File: src/rtl/joint_step_driver.sv
// Stepper driver for one robot joint: converts a Q3.10 radian angle into a step
// target and walks the position there with timed dir/step pulses.
module joint_step_driver #(
    parameter int STEPS_PER_RAD = 1019,
    parameter int DIR_SETUP     = 8,
    parameter int PULSE_WIDTH   = 50,
    parameter int STEP_PERIOD   = 500
) (
    input  logic               clk,
    input  logic               reset,
    input  logic signed [12:0] angle,
    input  logic               angle_valid,
    input  logic               home,
    output logic               step,
    output logic               dir,
    output logic signed [15:0] position,
    output logic               busy,
    output logic               done,
    output logic [2:0]         fsm_state
);

    // Handshake: angle_valid is a one-cycle strobe with no ready; a strobe is never
    // dropped silently -- it is captured in IDLE, otherwise held in the last-wins pending slot.

    typedef enum logic [2:0] {
        IDLE    = 3'd0,
        LOAD    = 3'd1,
        SETUP   = 3'd2,
        STEP_HI = 3'd3,
        STEP_LO = 3'd4,
        FINISH  = 3'd5
    } state_t;

    localparam logic [11:0] SPR        = 12'(STEPS_PER_RAD);
    localparam logic [15:0] SETUP_LAST = 16'(DIR_SETUP - 1);
    localparam logic [15:0] HI_LAST    = 16'(PULSE_WIDTH - 1);
    localparam logic [15:0] LO_LAST    = 16'(STEP_PERIOD - PULSE_WIDTH - 1);

    state_t             state;
    state_t             next_state;
    logic [15:0]        cnt;
    logic signed [15:0] target;
    logic signed [15:0] pending_target;
    logic               pending;

    // Floor of angle*SPR/1024: the arithmetic shift rounds toward minus infinity.
    function automatic logic signed [15:0] to_steps(input logic signed [12:0] a);
        logic signed [24:0] prod;
        logic signed [24:0] shifted;
        prod    = $signed({{12{a[12]}}, a}) * $signed({13'd0, SPR});
        shifted = prod >>> 10;
        return shifted[15:0];
    endfunction

    always_ff @(posedge clk or posedge reset) begin
        if (reset) begin
            state <= IDLE;
        end else begin
            state <= next_state;
        end
    end

    always_comb begin
        next_state = state;
        case (state)
            IDLE:    if (angle_valid) next_state = LOAD;
            LOAD:    next_state = (target == position) ? FINISH : SETUP;
            SETUP:   if (cnt == SETUP_LAST) next_state = STEP_HI;
            STEP_HI: if (cnt == HI_LAST) next_state = STEP_LO;
            STEP_LO: if (cnt == LO_LAST) next_state = (position == target) ? FINISH : STEP_HI;
            FINISH:  next_state = (pending || angle_valid) ? LOAD : IDLE;
            default: next_state = IDLE;
        endcase
    end

    always_ff @(posedge clk or posedge reset) begin
        if (reset) begin
            cnt            <= '0;
            target         <= '0;
            pending_target <= '0;
            pending        <= 1'b0;
            position       <= '0;
            dir            <= 1'b0;
        end else begin
            cnt <= (next_state != state) ? 16'd0 : cnt + 16'd1;
            case (state)
                IDLE: begin
                    // home clears position first, so a coincident capture is compared against 0
                    if (home) position <= '0;
                    if (angle_valid) target <= to_steps(angle);
                end
                LOAD: begin
                    if (target != position) dir <= (target > position);
                end
                FINISH: begin
                    if (angle_valid) begin
                        target  <= to_steps(angle);
                        pending <= 1'b0;
                    end else if (pending) begin
                        target  <= pending_target;
                        pending <= 1'b0;
                    end
                end
                default: begin
                    if (angle_valid) begin
                        pending_target <= to_steps(angle);
                        pending        <= 1'b1;
                    end
                end
            endcase
            // position moves on the same edge that raises step
            if (next_state == STEP_HI && state != STEP_HI) begin
                position <= dir ? position + 16'sd1 : position - 16'sd1;
            end
        end
    end

    assign step      = (state == STEP_HI);
    assign busy      = (state != IDLE);
    assign done      = (state == FINISH);
    assign fsm_state = state;

endmodule

File: config.mk
export PLATFORM = sky130hd
export DESIGN_NAME = joint_step_driver
export DESIGN_NICKNAME = d
export VERILOG_FILES = /design/src/rtl/joint_step_driver.sv
export SDC_FILE = /design/constraint.sdc
export NUM_CORES = 1
export LEC_CHECK = 0
export ABC_AREA = 1
export CAP_MARGIN = 20
export CORE_ASPECT_RATIO = 1.75
export CORE_UTILIZATION = 60
export DETAILED_ROUTE_END_ITERATION = 12
export DONT_BUFFER_PORTS = 1
export PLACE_DENSITY = 0.88
export SLEW_MARGIN = 10
export SYNTH_ARGS = -nofsm -noshare
export SYNTH_HDL_FRONTEND = slang
export SYNTH_SLANG_ARGS = --single-unit
File: constraint.sdc
create_clock -name clk -period 3 [get_ports clk]
set_input_delay 0.3 -clock clk [delete_from_list [all_inputs] [get_ports clk]]
set_output_delay 0.3 -clock clk [all_outputs]
set_load 0.005 [all_outputs]
## After elaboration in Yosys (flattened, before gate mapping)

Index checks and enable logic that the tools add are counted.

| operators by class | value |
|---|---|
| $add $sub $neg | 3 |
| multipliers | 1 |
| magnitude comparators | 1 |
| eq/ne operators | 16 |
| muxes and demuxes | 19 |
| bitwise operators | 2 |
| reduce and logical (&&, ||, !) cells | 15 |

Operators by type and width:

| kind | number |
|---|---|
| 2-to-1 mux 16 bit | 8 |
| == test 16 bit | 2 |
| case mux 16 bit (2 select lines) | 1 |
| multiplier 13 x 11 -> 24 bit, second input constant | 1 |
| 2-to-1 mux 3 bit | 6 |
| case mux 3 bit (6 select lines) | 1 |
| adder 16 x 1 -> 16 bit, second input constant | 1 |
| adder 16 x 2 -> 16 bit, second input constant | 1 |
| == test 16 x 3 -> 1 bit, second input constant | 1 |
| == test 16 x 6 -> 1 bit, second input constant | 1 |
| == test 16 x 9 -> 1 bit, second input constant | 1 |
| greater-than comparator 16 bit | 1 |
| inequality test 16 bit | 1 |
| subtractor 16 x 2 -> 16 bit, second input constant | 1 |
| == test 3 x 2 -> 1 bit, second input constant | 3 |
| AND reduction 2 bit | 4 |
| nonzero test 2 bit | 4 |
| == test 3 bit, second input constant | 2 |
| inequality test 3 x 2 -> 1 bit, second input constant | 2 |
| == test 3 x 1 -> 1 bit, second input constant | 1 |
| logical NOT 3 bit | 1 |
| inequality test 3 bit | 1 |
| AND reduction 3 bit | 1 |
| nonzero test 3 bit | 1 |
| other kinds (8) | 10 |

| storage, ports and cells | value |
|---|---|
| flip-flop bits (word level) | 67 |
| word-level logic and storage cells | 64 |

## Depth between registers and ports, before layout

| depth | value |
|---|---|
| depth after elaboration | 8 |
| gate-level depth with buffers | 24 |
| depth with buffers taken out | 24 |

## Worst setup path before layout

Ideal clock, no wire load.

| path | value |
|---|---|
| kind | input-to-reg |
| start | input angle[12] |
| end | register target[12] |
| setup time | 0.116 ns |
| arrival | 4.523 ns |
| required time | 2.884 ns |
| path slack | -1.640 ns |
| stages | 20 |
| path buffers | 1 |
| cells stage by stage | clkbuf_1 > inv_1 > fa_1 > inv_1 > fa_1 > fa_1 > fa_1 > inv_1 > fa_1 > inv_1 > ha_1 > nand2_1 > inv_1 > nand2_1 > nor3_1 > nand3b_1 > nand4_1 > nand3_1 > nand2_1 > nand2_1 |

| on the way | value |
|---|---|
| longest elaborated chain between the ends | 3 |
| elaborated cells between the ends (all ways) | 4 |

RTL lines:

| what | RTL line | text |
|---|---|---|
| start, declared | 11 | `input logic signed [12:0] angle,` |
| multiplier 13 x 11 -> 24 bit (*) | 50 | `prod = $signed({{12{a[12]}}, a}) * $signed({13'd0, SPR});` |
| 2-to-1 mux 16 bit, on equally long branches | 96, 90 |  |
| case mux 16 bit (2 select lines) (*) | 86 | `case (state)` |
| end signal, assigned | 90 | `if (angle_valid) target <= to_steps(angle);` |
| end signal, assigned | 97 | `target <= to_steps(angle);` |
| end signal, assigned | 100 | `target <= pending_target;` |
| end, declared | 42 | `logic signed [15:0] target;` |

Mark *: on every way between the ends. The rest lies on a longest branch, timed or not. The select of a mux whose other input is x is not followed.
A chain may end at the register's enable or synchronous reset.

## Worst setup path in the final report

| path | value |
|---|---|
| start | input angle[11] |
| end | register target[10] |

The elaborated chain is that of the path after synthesis.

==> results.md <==
* Post-route clock period utilization at 146%
* Routed wire length at around 25000 µm
* Row cnt at 57
* Most frequent cells in the layout: 200 x inv_1, 181 x nand2_1, 93 x buf_4, 84 x ha_1, 79 x nor2_1
* Multiplexer area fraction after synthesis at 0%
* Starting Density at 61.2%
* N_diodes at 0
* Slew HR at between 40 and 50%
* # nets final at around 1400
* DR WL/cell at 17.8 µm
* TritonCTS clock tree: yes
* Clock Tree Root: clkbuf_16
* IO buf count at 0
* Mapped Cells at around 1100
* Worst path arrival time at around 4.6 ns
* Hold Vio Cnt, Final at 0
* Post-Synthesis Net Count at 1315
* Slew @ Worst Pin at a little over 0.8 ns
* Crit path max fanout at 5
* Synth Area in Adders at between 30% and 40%
* HP Class: in -> async
* Slowest stage delay, CP at a little over 0.6 ns
* Hpwl dp at roughly 18000 µm
* DRC Markers at 0
* Commonest non-fill, non-tap cell in the layout: inv_1
* Synth Area in XOR/XNOR at under 10%
* Main combinational cell family by area after synthesis: adder cells
* CP max stage cell: fa_1
* Post-Syn Area at approximately 8500 µm²
* RePlAce Congestion at 0.927
* Vias in the first global route at 8502
* Htree depth at 3
* DR vias/cell at around 5.8
* Routed Antenna Nets at 0
* Core area at 13800 µm²
* Setup repair after global routing missed its margin: yes
* Layout cell share with drive strength beyond 1 at about 25%
* Post-synthesis compound-gate area fraction at under 10%
* Setup crit end kind: flop
* Outcome: finished, violations left
* R2R setup slack at 0.53 ns
* Synth Area per Inst at about 7.5 µm²
* Unique masters post-synth at 35
* Failing checks: negative setup slack
* Top-area cell type share of the netlist area at ~19%
* Area of the multi-input gates at ~6600 µm²
* Fillers at about 890
* Largest net degree at the start of global routing at 66
* Critical Path Source Type: primary input
* CP required at 3.23 ns
* Max cap viols at 0
* Reg clk slew, reported paths at around 0.05 ns
* Grt total ovfl at 0
* Initial antenna violation count at 0
* Max Slew Vio Count at 0
* I/O pin count at 40
* Synth warn at 0
* Register area share after synthesis at 19.2%
* CTS Buf Count at 9
* FF-to-FF End: position[2]
* Launching point of the worst reg2reg path: position[7]
* Die width at between 90 and 100 µm
* Layout Area Growth over Synthesis at 24.1%
* Drt pass-1 iters at 6
* Setup violators final at 28
* Most frequent CP cell: fa_1
* Iter 0 DRT Violations at about 480
* Setup Skew at just under 0.006 ns
* Gr usage total at around 34%
* CTS Hold Bufs at 0
* Die Y at between 150 and 200 µm
* Crit path kind: in -> reg
* Top cells by area, synth: dfrtp_1 19%, fa_1 18%, ha_1 15%
* PnR worst setup slack at -1.38 ns
* Clock Tree Buf Depth at 2
* Synth area leader: dfrtp_1
* Flops & latches, synth at 65
* Post-layout util at 75.9%
* Fmax at 228 MHz
* First-pass GRT wire length at between 30000 and 40000 µm
* Post-Synth Simple-Gate Area at roughly a quarter
* Clock period minus worst slack at roughly 4.4 ns
* Reg2reg path depth at 12
* Crit-path cells: clkinvlp_4 > fa_1 > inv_2 > fa_1 > fa_1 > fa_1 > inv_2 > fa_1 > inv_2 > ha_4 > buf_6 > nand2_4 > nor2_4 > inv_2 > nor2_4 > nand4_1 > nand4_1 > nand3_1 > nand2_1 > nand2_1
* FF/Latch Area at around 1600 µm²
* CTS Sinks at 65
* Worst-Skew Late Latency at about 0.34 ns
* Die area at ~15000 µm²
* Vias post-DR at approximately 8100
[critical path, delay by kind of cell]
| family | cells | cell delay, ns |
|---|---|---|
| buf+inv | 6 | 0.41 |
| simple gates | 8 | 0.95 |
| fa+ha+maj | 6 | 2.93 |
[flip-flops by register name, indices dropped and copies added, names as in the netlist]
| signal | cells |
|---|---|
| cnt | 16 |
| dir | 1 |
| fsm_state | 3 |
| pending | 1 |
| pending_target | 14 |
| position | 16 |
| target | 14 |
[area by class of cell]
cell class / count / share of cell area, %
sequential: 65 / 15.5
clock buffer: 12 / 2.35
multi-input combinational: 800 / 62.9
inverter: 244 / 8.92
clock inverter: 3 / 0.619
tap: 177 / 2.11
timing repair buffer: 102 / 7.61
[cells by family after synthesis]
family,count (synthesis)
AOI/OAI and AO/OA,124
and+or+nand+nor,459
buffers and inverters,256
xor gates and xnor gates,40
adders and majority gates,177
DFF,65
[per-layer routing]
| layer | share of wire (%) | track usage, % |
|---|---|---|
| met1 | 32 | 30.0 |
| met5 | 0 | 0 |
| met2 | 54 | 65.8 |
| met4 | 9.3 | 25.9 |
| met3 | 4.2 | 4.68 |
[stage by stage]
step / setup TNS, ns / cell area [µm²] / worst slack [ns] / cells / hold WS, ns
2_1_floorplan: -28.76 / 8740 / -1.16 / 1121 / 0.446
3_3_place_gp: -35.63 / 9490 / -1.58 / 1367 / 0.461
3_5_place_dp: -37.48 / 9490 / -1.63 / 1367 / 0.468
4_1_cts: -26.21 / 10300 / -1.10 / 1396 / 0.116
5_1_grt: -35.01 / 10500 / -1.51 / 1403 / 0.157
6_report: -31.70 / 10500 / -1.38 / 1403 / 0.0667
[worst max path at each step]
stage / startpoint / to / slack (ns) / cells past startpoint
final: angle[11] / target[10] / -1.38 / 20
after global routing: angle[11] / target[10] / -1.51 / 20
after CTS: angle[11] / target[10] / -1.10 / 19
after detailed placement: angle[11] / target[10] / -1.63 / 19
after global placement: angle[11] / target[10] / -1.58 / 19
after floorplan: angle[11] / target[14] / -1.16 / 20
[synth_stat cells (all sizes together)]
cell	number
nor3	11
dfrtp	65
o211ai	1
and2	1
a211oi	1
o21a	3
inv	244
xor2	21
a21o	8
nand3b	18
a21oi	54
buf	5
or2	3
nor2	114
clkbuf	7
nor4	3
a31oi	7
nand2	215
xnor2	19
nand4	12
ha	101
a21boi	2
fa	76
o21bai	2
o21ai	46
nand3	82
[what timing repair did]
action                     4_1_cts  5_1_grt
setup buffers                   15        7
pin swaps                       85       53
setup endpoints to repair       28       28
resized for setup              106       47
Power is left out: the tool's default activity adds up to more than one toggle a clock period on the data nets, which glitch-free logic cannot reach.
